===== src/rtl/cpu_pkg.sv =====
// Shared CPU definitions for the program-counter stage: reset address,
// sequencer state encoding and redirect-select encoding.
package cpu_pkg;

   localparam logic [31:0] RESET_PC_DEFAULT = 32'h0000_3000;

   // Sequencer FSM; SLOT only exists when delay slots are enabled.
   typedef enum logic {
      ST_RUN  = 1'b0,
      ST_SLOT = 1'b1
   } seq_state_e;

   // Which source supplies the next fetch address.
   typedef enum logic [1:0] {
      SEL_SEQ = 2'd0,
      SEL_BR  = 2'd1,
      SEL_J   = 2'd2,
      SEL_JR  = 2'd3
   } redir_sel_e;

endpackage


===== src/rtl/pc_target_calc.sv =====
// Combinational target calculator: branch, jump and register-jump targets,
// plus the prioritised redirect selection (jr > jump > branch > sequential).
module pc_target_calc
   import cpu_pkg::*;
(
   input  logic [31:0] pc_plus4,
   input  logic [31:0] imm_ext,
   input  logic        branch_taken,
   input  logic        jump,
   input  logic [25:0] jump_index,
   input  logic        jr,
   input  logic [31:0] jr_target,
   output redir_sel_e  redir_sel,
   output logic [31:0] redir_tgt,
   output logic        jr_misaligned
);

   logic [31:0] br_tgt;
   logic [31:0] j_tgt;
   logic [31:0] jr_tgt;

   // Raw targets; the shift drops imm_ext[31:30] and all sums wrap mod 2^32.
   always_comb begin
      br_tgt        = pc_plus4 + (imm_ext << 2);
      j_tgt         = {pc_plus4[31:28], jump_index, 2'b00};
      jr_tgt        = {jr_target[31:2], 2'b00};
      jr_misaligned = (jr_target[1:0] != 2'b00);
   end

   // Priority select of the redirect source and its target.
   always_comb begin
      redir_sel = SEL_SEQ;
      redir_tgt = pc_plus4;
      if (jr) begin
         redir_sel = SEL_JR;
         redir_tgt = jr_tgt;
      end else if (jump) begin
         redir_sel = SEL_J;
         redir_tgt = j_tgt;
      end else if (branch_taken) begin
         redir_sel = SEL_BR;
         redir_tgt = br_tgt;
      end
   end

endmodule


===== src/rtl/pc_sequencer.sv =====
// Program-counter sequencer: owns the fetch PC, the redirect flush pulse and
// the sticky JR alignment flag.
// Build option: define BRANCH_DELAY_SLOT_EN for MIPS delay-slot behaviour
// (redirect takes effect after one delay-slot fetch, no flush).
module pc_sequencer
   import cpu_pkg::*;
#(
   parameter logic [31:0] RESET_PC = RESET_PC_DEFAULT,
   parameter int          ADDR_W   = 32
) (
   input  logic              clk,
   input  logic              rst_n,
   input  logic              stall,
   input  logic [31:0]       imm_ext,
   input  logic              branch_taken,
   input  logic              jump,
   input  logic [25:0]       jump_index,
   input  logic              jr,
   input  logic [31:0]       jr_target,
   output logic [ADDR_W-1:0] pc,
   output logic [ADDR_W-1:0] pc_plus4,
   output logic              flush,
   output logic              align_err
);

   logic [ADDR_W-1:0] pc_q, pc_d;
   logic              align_err_q, align_err_d;
   redir_sel_e        redir_sel;
   logic [31:0]       redir_tgt;
   logic              jr_misaligned;

   pc_target_calc u_target_calc (
      .pc_plus4      (pc_plus4),
      .imm_ext       (imm_ext),
      .branch_taken  (branch_taken),
      .jump          (jump),
      .jump_index    (jump_index),
      .jr            (jr),
      .jr_target     (jr_target),
      .redir_sel     (redir_sel),
      .redir_tgt     (redir_tgt),
      .jr_misaligned (jr_misaligned)
   );

   // Sequential successor, wrapping past 32'hFFFF_FFFC to zero.
   always_comb begin
      pc_plus4 = pc_q + 32'd4;
   end

   assign pc        = pc_q;
   assign align_err = align_err_q;

`ifdef BRANCH_DELAY_SLOT_EN

   seq_state_e        state_q, state_d;
   logic [31:0]       pend_tgt_q, pend_tgt_d;

   // Next state: a redirect in RUN fetches the delay slot first and parks the
   // target; SLOT then loads the parked target and ignores any new request.
   always_comb begin
      state_d     = state_q;
      pc_d        = pc_q;
      pend_tgt_d  = pend_tgt_q;
      align_err_d = align_err_q;
      if (!stall) begin
         case (state_q)
            ST_RUN: begin
               pc_d = pc_plus4;
               if (redir_sel != SEL_SEQ) begin
                  pend_tgt_d = redir_tgt;
                  state_d    = ST_SLOT;
                  if (redir_sel == SEL_JR && jr_misaligned) begin
                     align_err_d = 1'b1;
                  end
               end
            end
            ST_SLOT: begin
               pc_d    = pend_tgt_q;
               state_d = ST_RUN;
            end
            default: state_d = ST_RUN;
         endcase
      end
   end

   // State registers; reset drops any parked target.
   always_ff @(posedge clk or negedge rst_n) begin
      if (!rst_n) begin
         state_q     <= ST_RUN;
         pc_q        <= RESET_PC;
         pend_tgt_q  <= '0;
         align_err_q <= 1'b0;
      end else begin
         state_q     <= state_d;
         pc_q        <= pc_d;
         pend_tgt_q  <= pend_tgt_d;
         align_err_q <= align_err_d;
      end
   end

   assign flush = 1'b0;

`else

   logic              flush_q, flush_d;

   // Next state: any redirect loads its target at once and arms a one-cycle
   // flush for the wrong-path instruction already fetched.
   always_comb begin
      pc_d        = pc_q;
      flush_d     = flush_q;
      align_err_d = align_err_q;
      if (!stall) begin
         if (redir_sel != SEL_SEQ) begin
            pc_d    = redir_tgt;
            flush_d = 1'b1;
         end else begin
            pc_d    = pc_plus4;
            flush_d = 1'b0;
         end
         if (redir_sel == SEL_JR && jr_misaligned) begin
            align_err_d = 1'b1;
         end
      end
   end

   // State registers.
   always_ff @(posedge clk or negedge rst_n) begin
      if (!rst_n) begin
         pc_q        <= RESET_PC;
         flush_q     <= 1'b0;
         align_err_q <= 1'b0;
      end else begin
         pc_q        <= pc_d;
         flush_q     <= flush_d;
         align_err_q <= align_err_d;
      end
   end

   // A held flush is masked while stalled and presented once the stall lifts.
   assign flush = flush_q & ~stall;

`endif

endmodule


===== config.mk =====
export PLATFORM = sky130hd
export DESIGN_NAME = pc_sequencer
export DESIGN_NICKNAME = d
export VERILOG_FILES = /design/src/rtl/cpu_pkg.sv /design/src/rtl/pc_target_calc.sv /design/src/rtl/pc_sequencer.sv
export SDC_FILE = /design/constraint.sdc
export NUM_CORES = 1
export LEC_CHECK = 0
export BUFFER_PORTS_ARGS = -buffer_cell sky130_fd_sc_hd__buf_2
export CAP_MARGIN = 30
export CELL_PAD_IN_SITES_DETAIL_PLACEMENT = 0
export CELL_PAD_IN_SITES_GLOBAL_PLACEMENT = 2
export CORE_MARGIN = 3
export CORE_UTILIZATION = 28
export DETAILED_ROUTE_END_ITERATION = 16
export PLACE_DENSITY = 0.87
export SYNTH_ARGS = -nofsm -noshare
export SYNTH_HDL_FRONTEND = slang
export SYNTH_SLANG_ARGS = --single-unit

===== constraint.sdc =====
create_clock -name clk -period 3.8 [get_ports clk]
set_input_delay 0 -clock clk [delete_from_list [all_inputs] [get_ports clk]]
set_output_delay 0 -clock clk [all_outputs]
set_load 0.01 [all_outputs]

; ---- Word-level counts from Yosys, hierarchy flattened
; Cells that the tools add are included.
[totals]
out_inout_bits = 66
ff_bits = 34
word_cells = 20
[classes]
muxes = 8
n_eq_ne = 1
n_addsub = 2
n_reduce_logical = 4
bitwise = 2
[ops]
columns = cell, n
row1 = $mux 32, 4
row2 = $add 32x3->32 const B, 1
row3 = $add 32x32->32, 1
row4 = $mux 2, 2
row5 = $reduce_bool 2->1, 2
row6 = $eq 2x2->1 const B, 1
row7 = $mux 1, 2
row8 = $reduce_and 2->1, 1
row9 = $and 1x1->1, 1
row10 = $logic_and 1x1->1, 1
row11 = $not 1->1, 1

; ---- Logic depth before layout (Yosys ltp)
; Gate-level depths: netlist of the first run.
[logic_depth]
word_depth = 6
mapped_depth = 16
mapped_depth_nobuf = 14

; ---- Cells and area by module
; A second synthesis of the first run with hierarchy kept.
[hier_totals]
cells_unflattened = 681
hier_area_um2 = 5001.0
[modules_own_cells]
columns = module, area_per_inst_um2, instances, cells_each
row1 = pc_sequencer, 2595.0, 1, 307
row2 = pc_target_calc, 2406.1, 1, 374

; ---- Worst setup path before layout of the first run
; No wires, ideal clock.
[synth_path]
path_type = reg2reg
startpoint = register pc_q[4], in the netlist pc[4]
endpoint = register pc_q[24], in the netlist pc[24]
stages_incl_launch_ff = 17
setup_slack_ns = 0.132
t_arrival_ns = 3.524
setup_ns = 0.144
n_path_buf = 3
cell_sequence = dfrtp_1 -> buf_2 -> nand3_1 -> nor3_2 -> buf_2 -> and3_2 -> nand3_1 -> xnor2_1 -> ha_1 -> buf_2 -> a21oi_2 -> o221ai_1 -> a221o_1 -> a31o_2 -> a221oi_2 -> xor2_1 -> o221ai_1
[synth_between]
elab_chain_len = 6
[synth_lines]
columns = element, line_no
row1 = "start, declared", pc_sequencer.sv:26  ; logic [ADDR_W-1:0] pc_q, pc_d;
row2 = "start signal, assigned", pc_sequencer.sv:134  ; pc_q <= pc_d;
row3 = $add 32x3->32, pc_sequencer.sv:47  ; pc_plus4 = pc_q + 32'd4;
row4 = named net pc_plus4[15], pc_sequencer.sv:21  ; output logic [ADDR_W-1:0] pc_plus4,
row5 = $add 32x32->32, pc_target_calc.sv:24  ; br_tgt = pc_plus4 + (imm_ext << 2);
row6 = $mux 32, pc_target_calc.sv:40  ; end else if (branch_taken) begin
row7 = $mux 32, pc_target_calc.sv:37  ; end else if (jump) begin
row8 = $mux 32, pc_target_calc.sv:34  ; if (jr) begin
row9 = $mux 32, pc_sequencer.sv:114  ; if (redir_sel != SEL_SEQ) begin
; The timed path passes the listed nets, and every way through them passes these cells.
; A chain may end at the register's enable or synchronous reset.

; ---- Final worst setup path of the first run
[layout_path]
startpoint = register pc_q[12], in the netlist pc[12]
endpoint = register pc_q[31], in the netlist pc[31]
[layout_between]
elab_chain_len = 6
[layout_lines]
columns = element, line_no
row1 = $add 32x3->32 *, pc_sequencer.sv:47
row2 = $add 32x32->32, pc_target_calc.sv:24
row3 = $mux 32, pc_target_calc.sv:40
row4 = $mux 32, pc_target_calc.sv:37
row5 = $mux 32, pc_target_calc.sv:34
row6 = $mux 32 *, pc_sequencer.sv:114
; Mark *: on every way between the ends. The rest lies on a longest branch, timed or not.

==> results of run 1 <==
## through the flow
stage / util (%) / setup slack, ps / TNS (ps) / instances
after global routing: 38.99 / -120.4 / -120.4 / 1001
after global placement: 37.32 / 174.4 / 0 / 989
after floorplan: - / 132.2 / 0 / 608
after detailed placement: 37.32 / 80.63 / 0 / 989
final: 38.99 / 134.0 / 0 / 1001
after CTS: 38.42 / 60.40 / 0 / 1000
## power by group through the flow
stage / Combinational (mW) / Sequential [mW] / Clock, mW
floorplan: 0.812 / 0.501 / 0
global placement: 1.41 / 0.474 / 0
detailed placement: 1.41 / 0.478 / 0
CTS: 1.42 / 0.473 / 0.401
global route: 1.59 / 0.489 / 0.413
finish: 1.46 / 0.478 / 0.394
## kinds of logic (layout without fill, tap and decap cells)
family,Yosys count,in the layout
AO/OA/AOI/OAI,227,227
AND/OR/NAND/NOR,205,205
buffers and inverters,50,232
XOR/XNOR,46,46
adder cells (fa/ha/maj),37,37
flip-flops,32,32
multiplexers,7,7
other,1,4
## final timing paths
| kind | to | cells past startpoint | start |
|---|---|---|---|
| hold reg to reg | align_err$_DFFE_PN0P_ | 1 | align_err$_DFFE_PN0P_ |
| max in group asynchronous | pc[9]$_DFFE_PN0N_ | 2 | rst_n |
| setup / recovery | pc[31]$_DFFE_PN0N_ | 14 | pc[12]$_DFFE_PN1N_ |
| setup reg to reg | pc[31]$_DFFE_PN0N_ | 14 | pc[12]$_DFFE_PN1N_ |
| hold / removal | pc[12]$_DFFE_PN1N_ | 3 | jr_target[12] |
| min in group asynchronous | pc[27]$_DFFE_PN0N_ | 2 | rst_n |
## layer usage
| metal | up-vias | part of all wire (%) |
|---|---|---|
| met4 | 0 | 3.1 |
| met2 | 247 | 44 |
| met3 | 37 | 6.4 |
| li1 | 2650 | - |
| met1 | 2653 | 46 |
| met5 | - | 0 |
## synth_stat cells, drive strengths merged, types with 3 or more instances
cell	n	share of area (%)
nand4	13	2.1
o31ai	6	1.1
nand3	19	2.5
a2bb2oi	3	0.58
o22a	3	0.58
o211ai	8	1.3
nor3	15	2.0
nor2	52	4.3
xor2	22	4.2
o22ai	6	0.83
and2	5	0.69
a21o	11	1.8
nor2b	3	0.41
a221oi	5	1.1
a2111oi	4	0.77
nor4	3	0.74
a221o	4	0.94
a21oi	56	6.2
and3	10	1.4
o21bai	5	0.83
and4	4	0.77
xnor2	23	4.6
a22oi	7	1.2
dfrtp	30	17
nand2b	5	0.69
mux2i	5	1.1
clkbuf	14	1.2
a211o	5	0.96
ha	36	9.9
inv	19	1.6
o21a	10	1.7
buf	17	2.0
o21ai	46	5.1
a211oi	7	1.2
o221ai	13	2.5
nand2	70	5.8
a31oi	6	0.83
## flip-flops by register name, indices dropped and copies added (netlist names)
signal     count
pc            30
flush_q        1
align_err      1
## area by class of cell
type	instances	area (um^2)	share of cell area (%)
Clock buffer	6	128.9	2.127
Clock inverter	2	12.51	0.2065
Inverter	19	71.32	1.177
Multi-Input combinational cell	526	3620	59.74
Sequential cell	32	804.5	13.28
Tap cell	211	264.0	4.357
Timing Repair Buffer	205	1159	19.12
## timing repair
action                                 CTS  global route
setup endpoints to repair                0             8
setup buffers                            0             1
endpoints found under the hold margin   31             0
hold buffers                             3             0
gates resized for setup                  0            16
## worst register-to-register path: cells and delay by family, from the launching register on
kind / cells / cell delay [ps]
xor+xnor: 1 / 170
compound gates: 4 / 840
fa+ha+maj: 1 / 420
flops: 1 / 630
buf+inv: 2 / 330
simple gates: 6 / 1200
==> reports/summary.txt, run 1 <==
n_diodes - 0
Synth Flop Type - dfrtp_1
DRT iter0 DRCs - 474
Placed Area - 5799 um^2
Worst EP arrival - 3880 ps
largest family of logic cells by synthesized area - compound AO/OA/AOI/OAI gates
maximum vdd drop - 0.0002120 V
Clk Latency, worst-skew pair - 280 ps
Bufs and invs on worst path - 2
clock share of power - 16.9%
critical path class - reg2reg
Worst Skew - 5.764 ps
Slowest-stage cell, CP - dfstp_2
final slew viol count - 0
Die Width - 133.4 um
Mapped Area - 4547 um^2
Final Hold Viols - 0
switching power total - 1.100 mW
DRT Pass-1 Iters - 7
Logic pwr share - 62.7%
asr flop ratio synth - 100.0%
PD cells - 385.7 nW/um^2
status - completed
H-tree depth - 2
number of flops mapped to enable cells by yosys - 0
share of cells above drive strength 1 - 30.51%
Worst Path Required - 4020 ps
# rows - 45
clock buffer count from CTS - 5
CP max FO - 6
final WL - 20240 um
GR Layer Usage met1 - 30.51%
Final Cell Area - 6060 um^2
startpoint types - register
die area - 17800 um^2
Synth Area in Compound Gates - 33.85%
Worst-Margin Slew - 869.4 ps
post-synthesis simple-gate area fraction - 22.40%
Synth Area in Adders - 10.35%
Power Total - 2.337 mW
Ys Warns - 0
Mapped Avg Cell Area - 7.515 um^2
fin crit period - 3666 ps
global route hottest layer - met2
Final Wtd Congestion - 0.9945
max-cap viol count - 0
Longest Clk Path Bufs - 2
initial antenna violation count - 0
crit path capture type - register
FMAX - 272.8 MHz
first-pass GRT wire length - 30550 um
hold slack - 14.95 ps
DRT antenna net count - 0
IO Port Bufs - 155
CP most frequent cell - buf_4
number of global-route vias before repair - 5522
Synth cell types - 78
DRC violations left - 0
HP Class - in2reg
Die H - 133.4 um
Slew HR - 42.04%
Leak - 2.841 nW
Root Buffer - clkbuf_16
XOR/XNOR Fraction of Synth Area - 9.329%
met2 Use GR - 33.86%
Setup-failing EPs final - 0
core area - 15540 um^2
DR vias - 5587
met3 Usage GRT - 2.719%
pin count of the biggest net entering global routing - 49
# IOs - 162
crit-path max cell delay - 630 ps
commonest non-fill, non-tap cell in the layout - buf_2
DR vias/cell - 5.581
internal power - 1.237 mW
sequential area share after synthesis - 17.67%
Seq cells post-synth - 32
P&R area growth vs syn - 33.27%
clock sink total - 32
period utilization - 96.47%
CP cell instances - nand3_4, nor4_4, nand2_2, xnor2_2, buf_4, ha_1, nand4_1, nor3_1, a2111oi_1, a211oi_1, o21ai_0, buf_4, o221a_1, nand2_1
Switching Fraction - 47.08%
Worst-path clk slew - 50 ps
sequential share of power - 20.5%
grt ovf - 0
initial core utilization - 29.26%
Final HPWL DP - 16270 um
NumNets Final - 922
Top delay family on crit path - simple AND/OR/NAND/NOR gates
Reg2Reg Setup Slack - 130 ps
post-synthesis mux area share - 1.596%
overall routing resource usage - 21.60%
Fill cells - 1675
CTS tree - yes
Cells after Synth - 605
routed len/inst - 20.21 um
most frequent cells in the layout - buf_2 (155), nand2_1 (69), a21oi_1 (55)
Power figures use the tool's default switching activity.
==> run 2: changes to the inputs <==
--- a/config.mk
+++ b/config.mk
@@ -12,6 +12,7 @@
 export CORE_MARGIN = 3
 export CORE_UTILIZATION = 28
 export DETAILED_ROUTE_END_ITERATION = 16
+export HOLD_SLACK_MARGIN = 0.1
 export PLACE_DENSITY = 0.87
 export SYNTH_ARGS = -nofsm -noshare
 export SYNTH_HDL_FRONTEND = slang
==> run 2 against run 1 <==
  * Core utilization is 1.5 points higher
  * Sequential power hardly changed
  * Clock skew hardly changed
  * First-iteration DRC count is 10% lower
  * Via count is 1.6% higher
  * Total power is 0.88% higher
==> reports/summary.txt, run 2 (same netlist as run 1, synthesis figures left out) <==
max FFs per register - 30
Final Wtd Congestion - 0.9945
fin crit period - 3660 ps
HP Class - in2reg
final WL - 20360 um
pre-CTS setup slack - 80.63 ps
die area - 17800 um^2
H-tree depth - 2
FMAX - 273.2 MHz
Root Buffer - clkbuf_16
crit path from - pc[12]$_DFFE_PN1N_
NumNets Final - 945
initial core utilization - 29.26%
CP max FO - 8
n_diodes - 0
PD cells - 375.0 nW/um^2
pin count of the biggest net entering global routing - 49
Sum Neg Setup Slack - 0 ps
Worst-Margin Slew - 917.9 ps
DRT Pass-1 Iters - 5
Final Hold Viols - 0
P&R area growth vs syn - 38.25%
Worst Path Required - 3970 ps
commonest non-fill, non-tap cell in the layout - buf_2
crit path capture type - register
CTS tree - yes
max-cap viol count - 0
clock sink total - 32
DRC violations left - 0
Worst-path clk slew - 50 ps
share of cells above drive strength 1 - 30.87%
overall routing resource usage - 21.77%
clock buffer count from CTS - 5
initial antenna violation count - 0
Longest Clk Path Bufs - 2
Worst Skew - 5.609 ps
IO Port Bufs - 155
DRT antenna net count - 0
status - completed
unrepaired setup endpoints after global routing - false
Worst EP arrival - 3830 ps
Clk Latency, worst-skew pair - 280 ps
final slew viol count - 0
DRT iter0 DRCs - 425
critical path class - reg2reg
first-pass GRT wire length - 30860 um
grt ovf - 0
final worst slack - 140.2 ps
startpoint types - register
# rows - 45
Slew HR - 38.81%
DR vias - 5678
Leak - 2.936 nW
most frequent cells in the layout - buf_2 (155), nand2_1 (69), a21oi_1 (53)
Power Total - 2.358 mW
Fill cells - 1667
routed len/inst - 19.88 um
hold_sp - jr_target[23]
number of global-route vias before repair - 5594
period utilization - 96.31%
Die Width - 133.4 um
maximum vdd drop - 0.0002120 V
Reg2Reg Launch Point - pc[12]$_DFFE_PN1N_
core area - 15540 um^2
# IOs - 162
Setup-failing EPs final - 0
DR vias/cell - 5.545
Die H - 133.4 um
Final HPWL DP - 16270 um
run 2: cell count changes in the layout (fill, tap and decap cells not counted), moves of 2 or more:
cell and change:
dlygate4sd3_1 +19, buf_4 +4, a2111oi_0 +3, a2111oi_1 -3, a21oi_1 -2, a21oi_2 +2, ha_2 +2
run 2: path summary, 6_finish.rpt:
| path | end | slack, ps | cells after the start |
|---|---|---|---|
| min in group asynchronous | pc[27]$_DFFE_PN0N_ | 340 | 2 |
| setup / recovery | pc[31]$_DFFE_PN0N_ | 140 | 14 |
| max in group asynchronous | pc[3]$_DFFE_PN0N_ | 2900 | 2 |
| hold reg to reg | align_err$_DFFE_PN0P_ | 470 | 1 |
| setup reg to reg | pc[31]$_DFFE_PN0N_ | 140 | 14 |
| hold / removal | pc[23]$_DFFE_PN0N_ | 100 | 3 |
run 2: report_power, final:
group	switching, mW	internal, mW	leakage, nW
clock network	0.153	0.242	0.0669
registers	0.0793	0.397	0.370
logic	0.871	0.614	2.50
total	1.10	1.25	2.94
run 2: per-layer routing:
metal  routed length [um]  GRT usage, %  up-vias  share of wire [%]
met2                 9111         34.23      253                 45
met5                    0             0        -                  0
met1                 9376         30.69     2686                 46
met3                 1266         2.644       38                6.2
li1                     -             -     2701                  -
met4                  606         7.829        0                3.0
run 2: final cells by class:
type	instances	area, um^2	area share, %
Multi-Input combinational cell	526	3625	57.66
Clock inverter	2	12.51	0.1990
Tap cell	211	264.0	4.200
Inverter	19	71.32	1.135
Timing Repair Buffer	228	1379	21.93
Sequential cell	32	805.8	12.82
Clock buffer	6	128.9	2.050
run 2: worst max-delay path, stage by stage (launching register included):
cell,delay (ps)
dfstp_2,600
nand3_4,130
nor4_4,390
buf_4,210
nand3_2,90
xnor2_2,180
ha_2,360
a21oi_1,230
o22ai_2,130
a2111oi_0,470
a211oi_1,130
o21ai_0,230
buf_4,170
o221a_1,190
nand2_1,50
run 2: repair_timing:
item                                    CTS  global route
setup buffers                             0             5
endpoints found under the setup margin    0             9
gates resized for setup                   0            20
hold buffers                             22             0
hold endpoints to repair                 48             0
run 2: per-stage QoR:
stage	util [%]	area [um^2]	hold slack, ps	instances
3_5_place_dp	37.32	5799	121.0	989
3_3_place_gp	37.32	5799	125.7	989
2_1_floorplan	-	4558	-295.6	608
4_1_cts	39.65	6161	100.4	1019
5_1_grt	40.45	6286	131.7	1024
6_report	40.45	6286	105.0	1024
